**src/rtl/reduce_n_way_pipe.sv**
```systemverilog
// Pipelined WIDTH-to-1 reduction (OR/AND/XOR/NOR) with optional multi-beat group folding.
// S1 holds the incoming beat, S2 is the result register; valid/ready on both sides.
module reduce_n_way_pipe #(
  parameter int WIDTH = 16,
  parameter int CNT_W = 8
) (
  input  logic             clk,
  input  logic             reset,
  input  logic [WIDTH-1:0] in,
  input  logic [1:0]       in_op,
  input  logic             in_acc,
  input  logic             in_last,
  input  logic             in_valid,
  output logic             in_ready,
  output logic             out,
  output logic [CNT_W-1:0] out_beats,
  output logic             out_valid,
  input  logic             out_ready
);

  localparam logic [0:0] IDLE  = 1'b0;
  localparam logic [0:0] ACCUM = 1'b1;

  localparam logic [1:0] OP_OR  = 2'b00;
  localparam logic [1:0] OP_AND = 2'b01;
  localparam logic [1:0] OP_XOR = 2'b10;
  localparam logic [1:0] OP_NOR = 2'b11;

  localparam logic [CNT_W-1:0] CNT_MAX = '1;
  localparam logic [CNT_W-1:0] CNT_ONE = CNT_W'(1);

  logic             s1_valid;
  logic [WIDTH-1:0] s1_data;
  logic [1:0]       s1_op;
  logic             s1_acc;
  logic             s1_last;

  logic [0:0]       state_q;
  logic [1:0]       op_q;
  logic             acc_q;
  logic [CNT_W-1:0] cnt_q;

  logic [1:0]       eff_op;
  logic             word_red;
  logic             folded;
  logic             final_bit;
  logic             closes;
  logic [CNT_W-1:0] cnt_next;
  logic             s1_adv;
  logic             load;

  // Inside a group the latched operator wins; in_acc=0 mid-group also closes it.
  always_comb begin
    eff_op = (state_q == ACCUM) ? op_q : s1_op;

    word_red = 1'b0;
    case (eff_op)
      OP_OR, OP_NOR: word_red = |s1_data;
      OP_AND:        word_red = &s1_data;
      default:       word_red = ^s1_data;
    endcase

    folded = word_red;
    if (state_q == ACCUM) begin
      case (eff_op)
        OP_AND:  folded = acc_q & word_red;
        OP_XOR:  folded = acc_q ^ word_red;
        default: folded = acc_q | word_red;
      endcase
    end

    final_bit = (eff_op == OP_NOR) ? ~folded : folded;
    closes    = !s1_acc || s1_last;

    cnt_next = CNT_ONE;
    if (state_q == ACCUM) begin
      cnt_next = (cnt_q == CNT_MAX) ? cnt_q : cnt_q + CNT_ONE;
    end
  end

  // Non-closing beats never touch the output register, so they keep flowing under backpressure.
  assign s1_adv   = s1_valid && (!closes || !out_valid || out_ready);
  assign load     = s1_adv && closes;
  assign in_ready = !s1_valid || s1_adv;

  always_ff @(posedge clk or posedge reset) begin
    if (reset) begin
      s1_valid <= 1'b0;
      s1_data  <= '0;
      s1_op    <= OP_OR;
      s1_acc   <= 1'b0;
      s1_last  <= 1'b0;
    end else if (in_ready) begin
      s1_valid <= in_valid;
      if (in_valid) begin
        s1_data <= in;
        s1_op   <= in_op;
        s1_acc  <= in_acc;
        s1_last <= in_last;
      end
    end
  end

  always_ff @(posedge clk or posedge reset) begin
    if (reset) begin
      state_q <= IDLE;
      op_q    <= OP_OR;
      acc_q   <= 1'b0;
      cnt_q   <= '0;
    end else if (s1_adv) begin
      if (closes) begin
        state_q <= IDLE;
        acc_q   <= 1'b0;
        cnt_q   <= '0;
      end else begin
        if (state_q == IDLE) begin
          op_q <= s1_op;
        end
        state_q <= ACCUM;
        acc_q   <= folded;
        cnt_q   <= cnt_next;
      end
    end
  end

  // A take and a load on the same edge leave out_valid high with the new result.
  always_ff @(posedge clk or posedge reset) begin
    if (reset) begin
      out       <= 1'b0;
      out_beats <= '0;
      out_valid <= 1'b0;
    end else if (load) begin
      out       <= final_bit;
      out_beats <= cnt_next;
      out_valid <= 1'b1;
    end else if (out_ready) begin
      out_valid <= 1'b0;
    end
  end

endmodule

```
**config.mk**
```make
export PLATFORM = sky130hd
export DESIGN_NAME = reduce_n_way_pipe
export DESIGN_NICKNAME = d
export VERILOG_FILES = /design/src/rtl/reduce_n_way_pipe.sv
export SDC_FILE = /design/constraint.sdc
export NUM_CORES = 1
export LEC_CHECK = 0
export CORE_MARGIN = 5
export CORE_UTILIZATION = 50
export CTS_CLUSTER_DIAMETER = 40
export CTS_CLUSTER_SIZE = 25
export DETAILED_ROUTE_END_ITERATION = 10
export PLACE_DENSITY_LB_ADDON = 0.08
export SETUP_SLACK_MARGIN = 0.15
export SLEW_MARGIN = 30
export SYNTH_ARGS = -nofsm -noshare
export SYNTH_HDL_FRONTEND = slang
export SYNTH_SLANG_ARGS = --single-unit
```
**constraint.sdc**
```tcl
create_clock -name clk -period 4.1 [get_ports clk]
set_input_delay 0.615 -clock clk [delete_from_list [all_inputs] [get_ports clk]]
set_output_delay 0.615 -clock clk [all_outputs]
set_load 0.02 [all_outputs]
```
==> run summary, run 1 <==
Outcome: finished, final reports clean
Fin Hold WS: 0.477 ns
Max-cap viol count: 0
Cells after Synth: 244
Worst Path Arrival: 3.17 ns
Final-stage net count: 327
Reg2Reg Depth: 13
Row Count: 25
Origin of the worst min-delay path: out_beats[6]
Synth Net Count: 291
Iter 0 DRT Violations: 103
Fmax: 334 MHz
Fin cells: 335
Post-route total power: 1270 µW
Yosys warns: 0
Actual slew at the worst max-slew pin: 0.545 ns
Type of origin of the critical path: flip-flop
Dpl hpwl: 3.35 mm
H-Tree Depth: 2
# IOs: 35
Post-synth top area share: 0.455
Synthesized area per cell: 9.70 µm²
Routed WL: 4.48 mm
RSZ-0062 raised after global routing: no
FF-to-FF Start: state_q
Reg2reg end: out
Post-route ant nets: 0
Worst VDD drop: 257 µV
Fillers: 396
Leak: 0.00130 µW
Global-route wire length before repair: 7.97 mm
DRC: 0
Tcrit/Tclk final: 0.731
Largest net degree at the start of global routing: 44
Largest cells by area after synthesis: dfrtp_1 45%, ha_1 12%, nand2_1 6.5%
Slew headroom: 0.637
Critical path's slowest cell: dfrtp_1
ANT cells: 0
Clock Sinks: 43
Layout Skew: 0.0104 ns
Number of global-route vias before repair: 1736
GR Overflow Total: 0
Post-synthesis register bit count: 43
Fraction of layout cells with a size suffix above 1: 0.0854
Placed Cells: 327
CP cell instances: mux2i_1, inv_1, ha_1, o21ai_0, o31ai_1, o21a_1, inv_1, ha_1, a221oi_1, o21ai_0, o311ai_2, xor2_1, o21ai_1
Worst-path clk slew: 0.08 ns
Port Buffers: 34
Final Hold Viols: 0
Largest area contributor in the netlist: dfrtp_1
Crit-path max FO: 15
Tmin final: 3.00 ns
Antenna violations before repair: 0
Final setup TNS: 0 ns
R2R setup slack: 1.10 ns
Ys async rst share: 1.00
Slew Viols, Final: 0
WL per Instance: 13.4 µm
Post-synth EDFFs: 0
Worst Hold Path Cells: 2
CTS tree: done
Initial Utilization: 0.508
Worst path max stage delay: 0.68 ns
Setup Fix Bufs, Post-CTS: 0
Sequential-to-total area share from yosys stat: 0.455
Die Y: 78.8 µm
Placer Congestion: 0.793
Worst hold path class: reg2reg
Avg Vias per Cell: 5.23
Cell Area, Synth: 0.00237 mm²
First-pass iteration count of the detailed router: 4
Die area: 0.00621 mm²
Clock tree buffer depth: 2
Hold endpoint: out_beats[6]
Power density cells: 443 mW/mm²
Critical path capture point type: flip-flop
Core Region: 0.00466 mm²
CP Class: reg2reg
Fin area: 0.00286 mm²
Clock Latency Late Sink: 0.29 ns
Root cell of the clock tree: clkbuf_8
Worst path required time: 4.28 ns
Total GRT Usage: 0.162
Post-CTS resize count: 0
Vias: 1751
# hold bufs at CTS: 0
TritonCTS buffer count: 5
Area post-placement: 0.00276 mm²
Die Wd: 78.8 µm
Layout area overhead: 21.0%
Top FF cell, synth: dfrtp_1
Distinct cell type count after synthesis: 39
Finish-stage setup viols: 0
-- registers in the layout, indices dropped and copies added (netlist names) --
name,flops
out_valid,1
s1_valid,1
state_q,1
s1_data,16
s1_last,1
op_q,2
cnt_q,8
acc_q,1
out_beats,8
out,1
s1_acc,1
s1_op,2
-- where the power goes --
group / internal [µW] / total (µW) / leakage, µW / switching, µW
clock: 153 / 297 / 0.0000505 / 144
combinational: 210 / 442 / 0.000703 / 231
sequential: 484 / 530 / 0.000546 / 45.6
-- critical path, delay by kind of cell, from the launching register on --
kind	cells	cell delay, ns
flip-flops	1	0.68
AO/OA/AOI/OAI	7	1.00
XOR/XNOR	1	0.18
buffers and inverters	2	0.17
multiplexers	1	0.33
adder cells (fa/ha/maj)	2	0.54
-- final cells by class --
| class | count | area, µm² | share of cell area |
|---|---|---|---|
| clock buffer | 7 | 96.3 | 0.0336 |
| timing repair buffer | 37 | 363 | 0.127 |
| inverter | 23 | 86.3 | 0.0301 |
| multi-input combinational | 170 | 1170 | 0.408 |
| tap | 54 | 67.6 | 0.0236 |
| sequential | 43 | 1080 | 0.376 |
| clock inverter | 1 | 7.51 | 0.00262 |
-- stage by stage --
step / util / setup slack, ns
2_1_floorplan: - / 1.33
3_3_place_gp: 0.592 / 1.25
3_5_place_dp: 0.592 / 1.16
4_1_cts: 0.614 / 1.13
5_1_grt: 0.614 / 0.862
6_report: 0.614 / 1.10
-- cell families after synthesis --
logic type | Yosys count | synth area share
buffers and inverters | 31 | 0.0523
AO/OA/AOI/OAI | 55 | 0.150
multiplexers | 7 | 0.0317
adder cells (fa/ha/maj) | 23 | 0.122
flip-flops | 43 | 0.455
AND/OR/NAND/NOR | 73 | 0.146
XOR/XNOR | 12 | 0.0444
-- cell usage after synthesis, drive strengths merged (2+ instances only) --
master   n
mux2     4
ha      23
a21oi    2
clkbuf   3
nand4    6
inv     23
xnor2    8
nor2    10
buf      5
nand2b   3
nand3    6
and2     3
nor2b    2
o31ai    4
o311ai   2
nand2   41
dfrtp   43
o21ai   37
mux2i    3
xor2     4
-- cells in the final DEF (no fill, tap or decap), types with 4 or more instances in the layout --
master / n
xor2_1: 4
dfrtp_1: 43
clkbuf_8: 7
o21ai_1: 8
inv_1: 23
nand3_1: 4
ha_1: 23
nor2_1: 10
nand4_1: 5
o31ai_1: 4
o21ai_0: 29
xnor2_1: 8
mux2_2: 4
clkdlybuf4s50_1: 34
nand2_1: 41
-- layer usage --
metal  GRT usage  vias up  share of wire
li1            -      895              -
met5           0        -              0
met1       0.218      809           0.49
met2       0.252       40           0.43
met3      0.0385        7          0.065
met4      0.0629        0          0.017
-- worst max path at each step --
stage | from | endpoint | depth (start not counted) | slack [ns]
CTS | state_q | out | 13 | 1.13
global placement | state_q | out | 13 | 1.25
finish | state_q | out | 13 | 1.10
global route | state_q | out | 13 | 0.86
detailed placement | state_q | out | 13 | 1.16
floorplan | state_q | out | 14 | 1.33
No activity file was read; power rests on OpenSTA's default activity.
==> run 2: changes to the inputs <==
--- a/config.mk
+++ b/config.mk
@@ -6,7 +6,7 @@
 export NUM_CORES = 1
 export LEC_CHECK = 0
 export CORE_MARGIN = 5
-export CORE_UTILIZATION = 50
+export CORE_UTILIZATION = 49
 export CTS_CLUSTER_DIAMETER = 40
 export CTS_CLUSTER_SIZE = 25
 export DETAILED_ROUTE_END_ITERATION = 10
==> constraint.sdc (replaced) <==
create_clock -name clk -period 2.75 [get_ports clk]
set_input_delay 0.4125 -clock clk [delete_from_list [all_inputs] [get_ports clk]]
set_output_delay 0.4125 -clock clk [all_outputs]
set_load 0.02 [all_outputs]
==> run 2 against run 1 <==
Clock skew down 0.0038 ns. Power up 67%. Sequential share of layout area down 2.8 points. First-iteration DRC count up 37%. Sequential power up 48%. Maximum frequency up 15%. Core utilization up 4.5 points. Clock power up 39%. Combinational power up 110%. Critical path type unchanged.
==> run summary, run 2 (synthesized netlist as in run 1, its figures left out) <==
Finish-stage setup viols: 0 (unchanged)
Final setup TNS: 0 ns (unchanged)
Worst Path Arrival: 2.79 ns (-0.38 ns)
CTS tree: done
Layout area overhead: 30.8%
Antenna violations before repair: 0 (unchanged)
WL per Instance: 14.0 µm (+4.7%)
Slew Viols, Final: 0 (unchanged)
Total GRT Usage: 0.164 (+0.00267)
ANT cells: 0 (unchanged)
Tcrit/Tclk final: 0.947 (+0.216)
Actual slew at the worst max-slew pin: 0.535 ns (-0.0102 ns)
Power density cells: 684 mW/mm² (+55%)
Max reg flops: 16 (unchanged)
Worst path required time: 2.93 ns (-1.35 ns)
Regs by FF count: s1_data x16, cnt_q x8, out_beats x8
H-Tree Depth: 2 (unchanged)
Max-cap viol count: 0 (unchanged)
Final Hold Viols: 0 (unchanged)
Worst hold path class: reg2reg
Die Y: 79.5 µm (+0.89%)
Dpl hpwl: 3.32 mm (-0.91%)
TritonCTS buffer count: 5 (unchanged)
Routed WL: 4.82 mm (+7.5%)
Worst-path clk slew: 0.08 ns (about the same)
Largest net degree at the start of global routing: 44 (unchanged)
Commonest non-fill, non-tap cell in the layout: dfrtp_1
Final-stage net count: 337 (+3.1%)
Clock Latency Late Sink: 0.29 ns (about the same)
Vias: 1807 (+3.2%)
Post-route total power: 2120 µW (+67%)
Number of global-route vias before repair: 1799 (+3.6%)
Avg Vias per Cell: 5.25 (+0.50%)
Leak: 0.00136 µW (+5.0%)
Port Buffers: 34 (unchanged)
Outcome: finished, final reports clean
Crit-path max FO: 2 (-13)
Die area: 0.00632 mm² (+1.8%)
Type of origin of the critical path: flip-flop
Most frequent cells in the layout: 43 x dfrtp_1, 41 x nand2_1, 34 x clkdlybuf4s50_1
Slew headroom: 0.643 (+0.00682)
Tmin final: 2.60 ns (-0.393 ns)
First-pass iteration count of the detailed router: 5 (+1)
# hold bufs at CTS: 0 (unchanged)
Largest Register: s1_data
Row Count: 25 (unchanged)
Critical path capture point type: flip-flop
Die Wd: 79.5 µm (+0.89%)
Worst Hold Path Cells: 2 (unchanged)
RSZ-0062 raised after global routing: yes
Root cell of the clock tree: clkbuf_8
CP Class: reg2reg
GR Overflow Total: 0 (unchanged)
Global-route wire length before repair: 8.14 mm (+2.1%)
Post-route ant nets: 0 (unchanged)
Core Region: 0.00469 mm² (+0.67%)
Layout Skew: 0.00655 ns (-0.00382 ns)
DRC: 0 (unchanged)
Clock Sinks: 43 (unchanged)
Clock tree buffer depth: 2 (unchanged)
Initial Utilization: 0.505 (-0.00339)
Reg2Reg Depth: 14 (+1)
Iter 0 DRT Violations: 141 (+37%)
# IOs: 35 (unchanged)
Placer Congestion: 0.780 (-1.7%)
Fmax: 384 MHz (+15%)
Worst VDD drop: 437 µV (+70%)
Fraction of layout cells with a size suffix above 1: 0.197 (+0.111)
[run 2: area by class of cell]
| type | instances | area (µm²) |
|---|---|---|
| Clock inverter | 1 | 5.00 |
| Sequential cell | 43 | 1080 |
| Clock buffer | 6 | 82.6 |
| Multi-Input combinational cell | 170 | 1340 |
| Fill cell | 389 | 1600 |
| Timing Repair Buffer | 47 | 438 |
| Inverter | 23 | 86.3 |
| Tap cell | 54 | 67.6 |
[run 2: per-layer routing]
layer	GRT usage	up-vias	wire length (µm)
met5	0	-	0
met4	0.0704	0	72
met3	0.0339	7	204
met2	0.256	36	2290
met1	0.221	851	2260
li1	-	913	-
[run 2: worst max-delay path, cell delays in order (launching register included)]
cell and delay, ns:
dfrtp_1 0.39, inv_1 0.12, ha_4 0.22, xnor2_2 0.13, xnor2_1 0.20, xnor2_1 0.17, nand2b_1 0.15, o21a_1 0.16
inv_2 0.05, ha_4 0.20, a221oi_2 0.23, o21ai_1 0.11, o311ai_2 0.10, xor2_1 0.18, o21ai_1 0.08
[run 2: power breakdown]
group / internal (µW) / total, µW / switching, µW
registers: 722 / 787 / 64.9
logic: 482 / 919 / 437
clock network: 197 / 412 / 215
total: 1400 / 2120 / 716
[run 2: path summary, 6_finish.rpt]
path                              start            to  slack, ns
setup / recovery             s1_data[1]           out       0.15
hold / removal             out_beats[3]  out_beats[3]       0.48
setup reg to reg             s1_data[1]           out       0.15
hold reg to reg            out_beats[3]  out_beats[3]       0.48
max in group asynchronous         reset  out_beats[1]       1.83
min in group asynchronous         reset    s1_data[1]       0.56
[run 2: repair_timing]
item                       4_1_cts  5_1_grt
buffers inserted                 2        6
pin swaps                        7       11
resized for setup                5       16
setup endpoints to repair        1        2
[run 2: stage by stage]
step	hold slack, ns	instance area [µm²]	util	setup WS (ns)	std cells
after global placement	0.460	2800	0.596	0.110	329
after floorplan	0.450	2400	-	0.178	244
after global routing	0.516	3100	0.660	-0.0323	344
final	0.480	3100	0.660	0.146	344
after CTS	0.487	2940	0.627	0.157	338
after detailed placement	0.469	2800	0.596	0.0741	329
